## config.mk

```make
export PLATFORM = sky130hd
export DESIGN_NAME = xup_logic_vector_pipe
export DESIGN_NICKNAME = d
export VERILOG_FILES = /design/src/rtl/xup_logic_vector_pipe.sv
export SDC_FILE = /design/constraint.sdc
export NUM_CORES = 1
export LEC_CHECK = 0
export ABC_AREA = 1
export BUFFER_PORTS_ARGS = -buffer_cell sky130_fd_sc_hd__buf_2
export CAP_MARGIN = 30
export CORE_MARGIN = 10
export CORE_UTILIZATION = 40
export DETAILED_ROUTE_END_ITERATION = 10
export PLACE_DENSITY = 0.73
export SLEW_MARGIN = 30
export SYNTH_ARGS = -nofsm -noshare
export SYNTH_HDL_FRONTEND = slang
export SYNTH_SLANG_ARGS = --single-unit
```

## constraint.sdc

```tcl
create_clock -name clk -period 1.6 [get_ports clk]
set_input_delay 0.16 -clock clk [delete_from_list [all_inputs] [get_ports clk]]
set_output_delay 0.16 -clock clk [all_outputs]
set_load 0.005 [all_outputs]
```

## src/rtl/xup_logic_vector_pipe.sv

```systemverilog
// xup_logic_vector_pipe: per-transaction bitwise op unit
// feeding a STAGES-deep valid/ready pipe with bubble collapse.
module xup_logic_vector_pipe #(
  parameter  int SIZE   = 8,
  parameter  int STAGES = 2,
  localparam int OW     = $clog2(STAGES + 1)
) (
  input  logic            clk,
  input  logic            reset_n,
  input  logic [SIZE-1:0] a,
  input  logic [SIZE-1:0] b,
  input  logic [2:0]      op,
  input  logic            in_valid,
  output logic            in_ready,
  output logic [SIZE-1:0] y,
  output logic            y_zero,
  output logic            out_valid,
  input  logic            out_ready,
  output logic [OW-1:0]   occupancy
);

  typedef enum logic [2:0] {
    OP_AND  = 3'd0,
    OP_NAND = 3'd1,
    OP_OR   = 3'd2,
    OP_NOR  = 3'd3,
    OP_XOR  = 3'd4,
    OP_XNOR = 3'd5,
    OP_NOTA = 3'd6,
    OP_PASS = 3'd7
  } op_e;

  op_e               op_sel;
  logic [SIZE-1:0]   res;
  logic [STAGES-1:0] valid_q;
  logic [STAGES-1:0] valid_d;
  logic [STAGES-1:0] adv;
  logic [STAGES-1:0] load;
  logic [SIZE-1:0]   data_q [STAGES];
  logic [SIZE-1:0]   data_d [STAGES];
  logic [OW-1:0]     cnt_q;
  logic [OW-1:0]     cnt_d;
  logic              room;
  logic              acc;
  logic              xfer;

  assign op_sel = op_e'(op);

  // Combinational result of the selected operation.
  always_comb begin
    res = '0;
    unique case (op_sel)
      OP_AND:  res = a & b;
      OP_NAND: res = ~(a & b);
      OP_OR:   res = a | b;
      OP_NOR:  res = ~(a | b);
      OP_XOR:  res = a ^ b;
      OP_XNOR: res = ~(a ^ b);
      OP_NOTA: res = ~a;
      OP_PASS: res = a;
    endcase
  end

  // Advance chain walked from the output back to stage 0;
  // a stage can load when empty or when its content leaves.
  always_comb begin
    adv  = '0;
    load = '0;
    room = out_ready;
    for (int k = STAGES - 1; k >= 0; k--) begin
      adv[k]  = valid_q[k] && room;
      load[k] = !valid_q[k] || adv[k];
      room    = load[k];
    end
    in_ready = room;
  end

  // Next state of each stage; data only moves with a valid source
  // so an emptied last stage keeps showing its last value.
  always_comb begin
    valid_d = valid_q;
    for (int k = 0; k < STAGES; k++) begin
      data_d[k] = data_q[k];
    end
    if (load[0]) begin
      valid_d[0] = in_valid;
      if (in_valid) begin
        data_d[0] = res;
      end
    end
    for (int k = 1; k < STAGES; k++) begin
      if (load[k]) begin
        valid_d[k] = valid_q[k-1];
        if (valid_q[k-1]) begin
          data_d[k] = data_q[k-1];
        end
      end
    end
  end

  // Occupancy tracks accepts minus transfers out.
  always_comb begin
    acc   = in_valid && in_ready;
    xfer  = out_valid && out_ready;
    cnt_d = cnt_q;
    unique case ({acc, xfer})
      2'b10:   cnt_d = cnt_q + OW'(1);
      2'b01:   cnt_d = cnt_q - OW'(1);
      default: cnt_d = cnt_q;
    endcase
  end

  // Pipeline registers; reset discards everything in flight.
  always_ff @(posedge clk or negedge reset_n) begin
    if (!reset_n) begin
      valid_q <= '0;
      cnt_q   <= '0;
      for (int k = 0; k < STAGES; k++) begin
        data_q[k] <= '0;
      end
    end else begin
      valid_q <= valid_d;
      cnt_q   <= cnt_d;
      for (int k = 0; k < STAGES; k++) begin
        data_q[k] <= data_d[k];
      end
    end
  end

  assign y         = data_q[STAGES-1];
  assign out_valid = valid_q[STAGES-1];
  assign y_zero    = out_valid && (y == '0);
  assign occupancy = cnt_q;

endmodule

```

# Word-level counts from Yosys, hierarchy flattened
# Index checks and enable logic that the tools add are counted.
dict set report word_totals {
  register_bits 20
  elab_cells 38
}
dict set report classes {
  n_addsub 2
  n_eq_ne 9
  muxes 2
  bitwise_logic 7
  reduce_logical 13
}
# cell n
set ops {}
lappend ops {{$pmux W8 S8} 1}
lappend ops {{$not A8 Y8} 4}
lappend ops {{$eq A3 B3 Y1 const B} 4}
lappend ops {{$and A8 B8 Y8} 1}
lappend ops {{$logic_not A8 Y1} 1}
lappend ops {{$or A8 B8 Y8} 1}
lappend ops {{$xor A8 B8 Y8} 1}
lappend ops {{$eq A3 B2 Y1 const B} 2}
lappend ops {{$logic_and A1 B1 Y1} 4}
lappend ops {{$pmux W2 S2} 1}
lappend ops {{$reduce_and A2 Y1} 2}
lappend ops {{$eq A3 B1 Y1 const B} 1}
lappend ops {{$logic_not A3 Y1} 1}
lappend ops {{$add A2 B1 Y2 const B} 1}
lappend ops {{$eq A2 B1 Y1 const B} 1}
lappend ops {{$eq A2 B2 Y1 const B} 1}
lappend ops {{$logic_not A1 Y1} 2}
lappend ops {{$logic_or A1 B1 Y1} 2}
lappend ops {{$reduce_bool A2 Y1} 1}
lappend ops {{$sub A2 B1 Y2 const B} 1}

# Longest topological paths before layout
dict set report depth {
  depth_word 7
  mapped_depth 10
}

# Worst setup path before layout
# OpenSTA, ideal clock, no wires.
dict set report synth_timing {
  path_type {register to register}
  startpoint {register valid_q[1]}
  endpoint {register cnt_q[1], in the netlist occupancy[1]}
  setup_ns 0.124
  arrival_time_ns 1.549
  required_time_ns 1.476
  path_slack_ns -0.074
  path_stages_with_launch 8
  n_path_buf 1
  period_less_slack_ns 1.674
  path_cell_list {dfrtp_1 -> nand3_1 -> nand2_1 -> buf_2 -> ha_1 -> a21oi_1 -> o21ai_0 -> xnor2_1}
}
dict set report synth_between {
  elab_chain_cells 7
}
# element line
set synth_rtl {}
lappend synth_rtl {{start, declared} 35} ;# logic [STAGES-1:0] valid_q;
lappend synth_rtl {{start signal, assigned} 122} ;# valid_q <= valid_d;
lappend synth_rtl {{$logic_not A1 Y1 or $logic_and A1 B1 Y1 (tied branches)} {72, 71}}
lappend synth_rtl {{$logic_or A1 B1 Y1 *} 72} ;# load[k] = !valid_q[k] || adv[k];
lappend synth_rtl {{$logic_and A1 B1 Y1 *} 71} ;# adv[k] = valid_q[k] && room;
lappend synth_rtl {{$logic_or A1 B1 Y1 *} 72}
lappend synth_rtl {{net in_ready} 14} ;# output logic in_ready,
lappend synth_rtl {{$logic_and A1 B1 Y1 *} 103} ;# acc = in_valid && in_ready;
lappend synth_rtl {{$eq A2 B1 Y1 or $eq A2 B2 Y1 (tied branches)} 106} ;# unique case ({acc, xfer})
lappend synth_rtl {{$pmux W2 S2 or $reduce_bool A2 Y1 (tied branches)} -}
lappend synth_rtl {{end signal, assigned} 123} ;# cnt_q <= cnt_d;
lappend synth_rtl {{end, declared} 41} ;# logic [OW-1:0] cnt_q;
# Mark *: on every way through the listed nets, which the timed path passes. The rest lies on a longest branch.
# A chain may end at the register's enable or synchronous reset.

# Final worst setup path
dict set report layout_timing {
  startpoint {register valid_q[1]}
  endpoint {register cnt_q[1], in the netlist occupancy[1]}
}
dict set report layout_between {
  elab_chain_cells 7
}
# element line
set layout_rtl {}
lappend layout_rtl {{$logic_not A1 Y1 or $logic_and A1 B1 Y1 (tied branches)} {72, 71, 104}}
lappend layout_rtl {{$logic_or A1 B1 Y1} 72}
lappend layout_rtl {{$logic_and A1 B1 Y1} 71}
lappend layout_rtl {{$logic_or A1 B1 Y1} 72}
lappend layout_rtl {{$logic_and A1 B1 Y1} 103}
lappend layout_rtl {{$eq A2 B1 Y1 or $eq A2 B2 Y1 (tied branches)} 106}
lappend layout_rtl {{$pmux W2 S2 or $reduce_bool A2 Y1 (tied branches)} -}
# Several ways; a longest one is shown, not always the timed one.

==> results.md <==
* Setup_tns at 0 ps
* Setup violators final at 0
* Final Cycle Share at 87.5%
* Mux contribution to synthesized area at 4.85%
* Simple-gate share of the synthesized area at around a third
* Crit path from: valid_q[1]$_DFFE_PN0P_
* Leakage at 1.23 nW
* Fraction of layout cells with a size suffix above 1 at 18.6%
* Max_cap viols at 0
* Mapped Avg Cell Area at 6.86 um^2
* Final hold slack at a little over 200 ps
* CTS H-tree depth at 1
* Via count at 1721
* Clock Tree Root: clkbuf_8
* Main combinational cell family by area after synthesis: simple AND/OR/NAND/NOR gates
* Post-synthesis sequential area ratio at around 27%
* Reg2reg path depth at 6
* Critical-path cell list: nand3_2 > nand2_2 > ha_1 > a21oi_1 > o21ai_0 > xnor2_1
* Synth cell types at 22
* First-pass GRT wire length at 7.07 mm
* Post-Syn Area at 1860 um^2
* Slew Limit Fails at 0
* Post-cts resize count at 0
* Measured slew at the worst slew-check pin at 421 ps
* Grt total ovfl at 0
* Initial antenna violation count at 0
* RSZ-0062 raised after global routing: false
* Avg Vias per Cell at 4.95
* TritonCTS Buffers at 3
* GRT Util Overall at 10.8%
* Worst reg2reg startpoint: valid_q[1]$_DFFE_PN0P_
* RD Place Congestion at about 0.85
* Die W at 88.2 um
* Core Rows at 24
* DP HPWL at ~3.1 mm
* Clock tree from TritonCTS: yes
* Leading cell types in the layout, fill and taps excluded: nand2_1, inv_1, buf_2
* Worst slew margin relative to its limit at 72.0%
* Fin crit period at 1400 ps
* Element type at the critical path start: flip-flop
* Clk_skew at 4.22 ps
* Clock buffer depth at 2
* FF-to-FF End: occupancy[1]$_DFFE_PN0P_
* Vias in the first global route at about 1700
* Synth Area in XOR/XNOR at 0.942%
* Post-synthesis adder-cell area fraction at around 11%
* DRC at 0
* Pre-Repair DR Iteration Count at 4
* Slowest CP cell: dfrtp_1
* Clock sinks at 20
* Port buffer count at 35
* Overall power at approximately 0.0017 W
* Clk pin slew, worst setup/hold paths at 70 ps
* Die Y at about 90 um
* Setup slack, reg-to-reg at 200 ps
* Die area at 7770 um^2
* Antenna-violating nets left at 0
* Hold path cells at 4
* Synth Instances at around 270
* Fmax at approximately 0.71 GHz
* VDD IR max at ~320 uV
* Seq cells post-synth at 20
* Fill cells at around 480
* Compound-Gate Fraction of Synth Area at 3.77%
* Clock Latency Late Sink at 250 ps
* Crit. End Element: flip-flop
* Critical setup path kind: flip-flop to flip-flop
* Status: finished clean
* Starting DRT DRC Count at 62
* Worst hold path type: primary input to flip-flop
* Starting Density at 42.1%
* WP data arrival at around 1500 ps
* Syn Nets at between 300 and 400
* Fin. Hold Viols at 0
* CP endpoint: occupancy[1]$_DFFE_PN0P_
* Critical path data required time at 1740 ps
* Core ar. at 4410 um^2
* Yosys warning total at 0
* Largest net degree at the start of global routing at 25
* Commonest non-fill, non-tap cell in the layout: nand2_1
* PD cells at 817 nW/um^2
* IO Pins at 36
* CP max stage delay at 420 ps
* Area grow syn2layout at 11.2%
* Routed WL at 4.02 mm
* N_diodes at 0
* WL per Instance at 11.5 um
* Maximum fanout along the worst path at 5
* NumNets Final at 338
## report_power, final
part | internal, W | total [W] | leakage [nW] | switching (W)
logic | 0.000289 | 0.000614 | 0.965 | 0.000325
clock network | 0.000167 | 0.000313 | 0.0216 | 0.000146
registers | 0.000659 | 0.000763 | 0.246 | 0.000104
total | 0.00111 | 0.00169 | 1.23 | 0.000575
## cells by family after synthesis
group                    Yosys count
adder cells (fa/ha/maj)           17
XOR/XNOR                           2
AO/OA/AOI/OAI                     14
flip-flops                        20
AND/OR/NAND/NOR                  145
multiplexers                       8
buffers and inverters             65
## synthesized netlist by cell type
library cell / n / area share (%)
inv_2: 4 / 0.81
nor2_2: 1 / 0.34
nor4_1: 1 / 0.34
and3_1: 1 / 0.34
nand3_1: 19 / 5.1
nand4_1: 28 / 9.4
o21ai_0: 6 / 1.6
nor2_1: 29 / 5.9
nor3_1: 1 / 0.27
buf_2: 9 / 2.4
a21oi_1: 6 / 1.6
nor2_4: 1 / 0.61
o21ai_1: 2 / 0.54
mux2_1: 8 / 4.8
nand2_2: 1 / 0.34
dfrtp_1: 20 / 27
buf_4: 11 / 4.4
inv_1: 39 / 7.9
buf_6: 2 / 1.2
nand2_1: 63 / 13
ha_1: 17 / 11
xnor2_1: 2 / 0.94
## stage by stage
step	area [um^2]	util (%)	cells	worst slack, ps
after floorplan	1870	-	271	29.7
after global placement	2020	45.7	344	261
after detailed placement	2020	45.7	344	205
after CTS	2070	46.9	348	195
after global routing	2070	46.9	348	110
final	2070	46.9	348	200
## worst min-delay path by stage
stage | slack (ps) | end | start
after floorplan | -140 | data_q[10]$_DFFE_PN0P_ | reset_n
after global routing | 210 | valid_q[1]$_DFFE_PN0P_ | out_ready
final | 200 | valid_q[0]$_DFFE_PN0P_ | out_ready
after detailed placement | 120 | y[4]$_DFFE_PN0P_ | reset_n
after CTS | 200 | valid_q[0]$_DFFE_PN0P_ | out_ready
after global placement | 120 | y[4]$_DFFE_PN0P_ | reset_n
## sequential cells by signal (all words and copies together) (netlist names)
signal / flops
y: 8
data_q: 8
occupancy: 2
valid_q: 2
## critical path: cells and delay by family (launching register included)
kind / cells / cell delay, ps
adders and majority gates: 1 / 310
DFF: 1 / 420
and+or+nand+nor: 2 / 170
AOI/OAI and AO/OA: 2 / 230
xor gates and xnor gates: 1 / 140
## what timing repair did
action,in CTS,in global routing
hold buffers,1,0
hold endpoints to repair,20,0
setup buffers,0,0
## area by class of cell
class / instances / area, um^2 / share of cell area [%]
clock buffers: 3 / 41.3 / 2.00
well taps: 52 / 65.1 / 3.15
repair buffers: 44 / 245 / 11.9
multi-input cells: 186 / 1050 / 51.0
inverters: 43 / 161 / 7.80
flip-flops and latches: 20 / 500 / 24.2
## layer usage
| layer | part of all wire [%] | track usage, % |
|---|---|---|
| met5 | 0 | 0 |
| met4 | 1.3 | 4.14 |
| met3 | 6.1 | 1.86 |
| met2 | 47 | 19.0 |
| met1 | 46 | 12.8 |
(Power assumes the default switching activity.)
